**config.mk**
```make
export PLATFORM = sky130hd
export DESIGN_NAME = iob_bus_arbiter
export DESIGN_NICKNAME = d
export VERILOG_FILES = /design/src/rtl/iob_bus_arbiter.sv
export SDC_FILE = /design/constraint.sdc
export NUM_CORES = 1
export LEC_CHECK = 0
export BUFFER_PORTS_ARGS = -buffer_cell sky130_fd_sc_hd__buf_2
export CORE_AREA = 2 2 123 125
export CTS_BUF_LIST = sky130_fd_sc_hd__clkbuf_8
export DETAILED_ROUTE_END_ITERATION = 7
export DIE_AREA = 0 0 125 127
export GPL_TIMING_DRIVEN = 0
export PLACE_DENSITY_LB_ADDON = 0.25
export RECOVER_POWER = 100
export SYNTH_ARGS = -nofsm -noshare
export SYNTH_HDL_FRONTEND = slang
export SYNTH_SLANG_ARGS = --single-unit
```
**constraint.sdc**
```tcl
create_clock -name clk -period 2 [get_ports clk]
set_clock_uncertainty 0.05 [all_clocks]
set_input_delay 0.1 -clock clk [delete_from_list [all_inputs] [get_ports clk]]
set_output_delay 0.1 -clock clk [all_outputs]
set_load 0.03 [all_outputs]
```
**src/rtl/iob_bus_arbiter.sv**
```systemverilog
// Two-master, one-slave round-robin arbiter for the IOb native bus.
// One transaction in flight; read data is routed back to the issuing master.
module iob_bus_arbiter #(
    parameter int ADDR_W = 32,
    parameter int DATA_W = 32
) (
    input  logic                clk,
    input  logic                resetn,

    input  logic                m0_avalid,
    input  logic [ADDR_W-1:0]   m0_addr,
    input  logic [DATA_W-1:0]   m0_wdata,
    input  logic [DATA_W/8-1:0] m0_wstrb,
    output logic                m0_ready,
    output logic                m0_rvalid,
    output logic [DATA_W-1:0]   m0_rdata,

    input  logic                m1_avalid,
    input  logic [ADDR_W-1:0]   m1_addr,
    input  logic [DATA_W-1:0]   m1_wdata,
    input  logic [DATA_W/8-1:0] m1_wstrb,
    output logic                m1_ready,
    output logic                m1_rvalid,
    output logic [DATA_W-1:0]   m1_rdata,

    output logic                s_avalid,
    output logic [ADDR_W-1:0]   s_addr,
    output logic [DATA_W-1:0]   s_wdata,
    output logic [DATA_W/8-1:0] s_wstrb,
    input  logic                s_ready,
    input  logic                s_rvalid,
    input  logic [DATA_W-1:0]   s_rdata,

    output logic [1:0]          grant,
    output logic                busy
);

    typedef enum logic [1:0] {IDLE, REQ, RDATA} state_t;

    state_t              r_state, w_state_nxt;
    logic                r_owner, w_owner_nxt;
    logic                r_last,  w_last_nxt;

    logic                w_av;
    logic [ADDR_W-1:0]   w_addr;
    logic [DATA_W-1:0]   w_wdata;
    logic [DATA_W/8-1:0] w_wstrb;

    assign w_av    = r_owner ? m1_avalid : m0_avalid;
    assign w_addr  = r_owner ? m1_addr   : m0_addr;
    assign w_wdata = r_owner ? m1_wdata  : m0_wdata;
    assign w_wstrb = r_owner ? m1_wstrb  : m0_wstrb;

    // Read data is broadcast; only rvalid carries ownership.
    assign m0_rdata = s_rdata;
    assign m1_rdata = s_rdata;
    assign busy     = (r_state != IDLE);

    always_ff @(posedge clk or negedge resetn) begin
        if (!resetn) begin
            r_state <= IDLE;
            r_owner <= 1'b0;
            r_last  <= 1'b1;
        end else begin
            r_state <= w_state_nxt;
            r_owner <= w_owner_nxt;
            r_last  <= w_last_nxt;
        end
    end

    always_comb begin
        w_state_nxt = r_state;
        w_owner_nxt = r_owner;
        w_last_nxt  = r_last;
        s_avalid    = 1'b0;
        s_addr      = '0;
        s_wdata     = '0;
        s_wstrb     = '0;
        m0_ready    = 1'b0;
        m1_ready    = 1'b0;
        m0_rvalid   = 1'b0;
        m1_rvalid   = 1'b0;
        grant       = 2'b00;

        case (r_state)
            IDLE: begin
                if (m0_avalid || m1_avalid) begin
                    w_state_nxt = REQ;
                    // On a tie the master not served last wins.
                    w_owner_nxt = (m0_avalid && m1_avalid) ? ~r_last : m1_avalid;
                end
            end
            REQ: begin
                grant    = {r_owner, ~r_owner};
                s_avalid = w_av;
                s_addr   = w_addr;
                s_wdata  = w_wdata;
                s_wstrb  = w_wstrb;
                m0_ready = ~r_owner & s_ready;
                m1_ready =  r_owner & s_ready;
                if (!w_av) begin
                    w_state_nxt = IDLE;
                end else if (s_ready) begin
                    w_last_nxt  = r_owner;
                    w_state_nxt = (w_wstrb != '0) ? IDLE : RDATA;
                end
            end
            RDATA: begin
                grant     = {r_owner, ~r_owner};
                m0_rvalid = ~r_owner & s_rvalid;
                m1_rvalid =  r_owner & s_rvalid;
                if (s_rvalid) w_state_nxt = IDLE;
            end
            default: w_state_nxt = IDLE;
        endcase
    end

endmodule
```
==> flow_summary.ini <==
[sta]
setup_viol = 0
max-slew-margin-rel_pct = 66.0
hold_viol_final = 0
fin_crit_sh_pct = 92.9
rsz0062_at_grt = no
period_minus_slack_ns = 1.86
max_freq_ghz = 0.538
maxSlewViolCount = 0
tightestPinTransition_ns = 0.510

[logic_synthesis]
synth_edf_count = 0
syn_nets = 431
synth-seq-area-share_pct = 5.09
synth_area_leader_cell = mux2i_1
synth_area_leaders = mux2i_1 35%, buf_4 25%, nor2b_1 22%
yosysMostFrequentCell = mux2i_1
yosys_most_used_dff = dfrtp_1
syn_inst = 254
synth.cells.most_frequent = 70 x mux2i_1, 69 x nor2b_1, 65 x buf_4
avgSynthCellArea_sq_um = 7.84
synth_top_area_share_pct = 35.2
ys_warn_count = 0
ys_types = 23
async_flop_share_pct = 100
syn-cell-area_sq_mm = 0.00199
ys_seq_elements = 4

[routing]
wl_met3_um = 763
vias = 2624
drc = 0
routed_wl_um = 7930
drt-initial-drc-count = 48
firstDrtPassIters = 4
viasPerCell = 3.62
routed.top_layer = met4
ant_nets = 0
routedWlPerCell_um = 10.9
dr_wl_met2_um = 4200
drt-met1-wl_um = 2880

[global_route]
grt_overflow = 0
grt_pass1_wl_um = 11400
antenna_found_initial = 0
grt_max_degree = 11
grt_pass1_vias = 2437
grt_usage_pct = 8.66

[power]
total_power_w = 0.00455
swShare_pct = 61.2
peakVddDrop_mv = 0.590
p_int_w = 0.00176
p_per_area_mw_per_mm2 = 1260
p_comb_share_pct = 92.9
p_clk_share_pct = 4.0
leakage_nw = 2.06
p_sw_w = 0.00278
p_seq_share_pct = 3.1

[critical_path]
crit_path_max_fanout = 10
cp.required_ns = 1.85
critical_path_class = reg -> out
critPathArrivalTime_ns = 1.71
crit_path_end_kind = output port
cp-start-kind = flop
cpMaxStageDelayCell = dfrtp_1
cpPeakStageDelay_ns = 0.39
crit_chain = inv_1 -> ha_4 -> clkbuf_1 -> nor2b_1 -> clkbuf_2

[flow_run]
cap_violations = 0

[clocking]
clockBufferDepth = 2
cts_sinks = 4
ctsRootBufferMaster = clkbuf_8
htreeDepth = 1
clkTransAtPathRegs_ns = 0.04
cts_tree = yes
clkLatencyLatePin_ns = 0.22
numCtsBuffers = 3

[finish]
drive_above_1_share_pct = 53.9
syn_to_final_growth_pct = 81.2
num-nets-final = 718
instances_no_fill = 724
diodes = 0

[placed_design]
hpwlAfterDp_um = 6980
gp_congestion = 0.752
dp.cells = 719
io_buffer_count = 281

[die]
die-area_sq_mm = 0.0159
fp.coreArea_sq_mm = 0.0144
floorplan.initialDensity_pct = 13.8
die_w_um = 125
boundaryPins = 314
num_rows = 44
die_y_um = 127

[outcome]
outcome = completed

[min_path]
hold_class = in -> reg
## state kept, by name (all words and copies together) (netlist names)
| name | flops |
|---|---|
| r_last | 1 |
| r_state | 2 |
| r_owner | 1 |
## power groups by stage
stage	clock network, W	registers [W]	logic [W]
after floorplan	0	0.000132	0.00314
after global placement	0	0.000135	0.00427
after detailed placement	0	0.000137	0.00429
after CTS	0.000186	0.000141	0.00433
after global routing	0.000194	0.000145	0.00453
final	0.000182	0.000142	0.00422
## cells in the final DEF, fill, tap and decap left out, types with 2 or more instances in the layout
cell type	n
nor2b_1	69
buf_2	148
a32o_1	2
nand2_1	5
clkbuf_8	3
buf_4	66
dfrtp_1	3
ha_1	2
and3_1	2
clkbuf_2	70
mux2i_1	70
clkbuf_1	76
nor2_1	5
inv_1	6
## kinds of logic after synthesis
| logic type | count (synthesis) | synth area share [%] |
|---|---|---|
| DFF | 4 | 5.09 |
| AOI/OAI and AO/OA | 6 | 2.58 |
| and+or+nand+nor | 85 | 25.6 |
| muxes | 71 | 35.8 |
| buffers and inverters | 85 | 29.1 |
| adders and majority gates | 3 | 1.89 |
## through the flow
step	cell area [sq um]	util [%]	hold slack [ns]	TNS [ns]	setup slack, ns
final	3610	25.0	0.134	0	0.142
after detailed placement	3630	25.1	-0.135	-0.278	-0.0907
after global routing	3610	25.0	0.137	0	0.00309
after floorplan	1990	-	-0.246	0	0.298
after CTS	3700	25.6	0.135	0	0.00870
after global placement	3630	25.1	-0.138	-0.0612	-0.0612
## path summary, 6_finish.rpt
check / to / slack, ns / from / cells after the start
setup / recovery: s_addr[9] / 0.14 / r_state[1] / 5
hold reg to reg: r_state[1] / 0.48 / r_state[1] / 1
hold / removal: r_owner / 0.13 / m1_avalid / 2
max in group asynchronous: r_last / 1.39 / resetn / 2
setup reg to reg: r_state[0] / 0.32 / r_state[0] / 6
min in group asynchronous: r_state[1] / 0.24 / resetn / 2
## cell type report
| class | instances | area [sq um] |
|---|---|---|
| clock buffers | 3 | 41.3 |
| well taps | 184 | 230 |
| multi-input cells | 165 | 1320 |
| plain buffers | 79 | 557 |
| flip-flops and latches | 4 | 101 |
| fillers | 1641 | 10800 |
| clock inverters | 1 | 3.75 |
| repair buffers | 283 | 1340 |
| inverters | 5 | 18.8 |
## critical path: cells and delay by family (launching register included)
kind	cells	cell delay, ns
adder cells (fa/ha/maj)	1	0.22
flip-flops	1	0.39
AND/OR/NAND/NOR	1	0.18
buffers and inverters	3	0.69
## routing by layer
layer / vias to the layer above / global-route usage, %
li1: 1346 / -
met1: 1117 / 9.33
met2: 157 / 16.6
met3: 4 / 1.88
met4: 0 / 3.14
met5: - / 0
## what timing repair did
| item | CTS | global route |
|---|---|---|
| gates resized for setup | 3 | 3 |
| hold endpoints to repair | 4 | 0 |
| setup buffers | 0 | 1 |
| setup endpoints to repair | 69 | 6 |
| pin swaps | 0 | 0 |
| hold buffers | 1 | 0 |
Power figures use the tool's default switching activity.
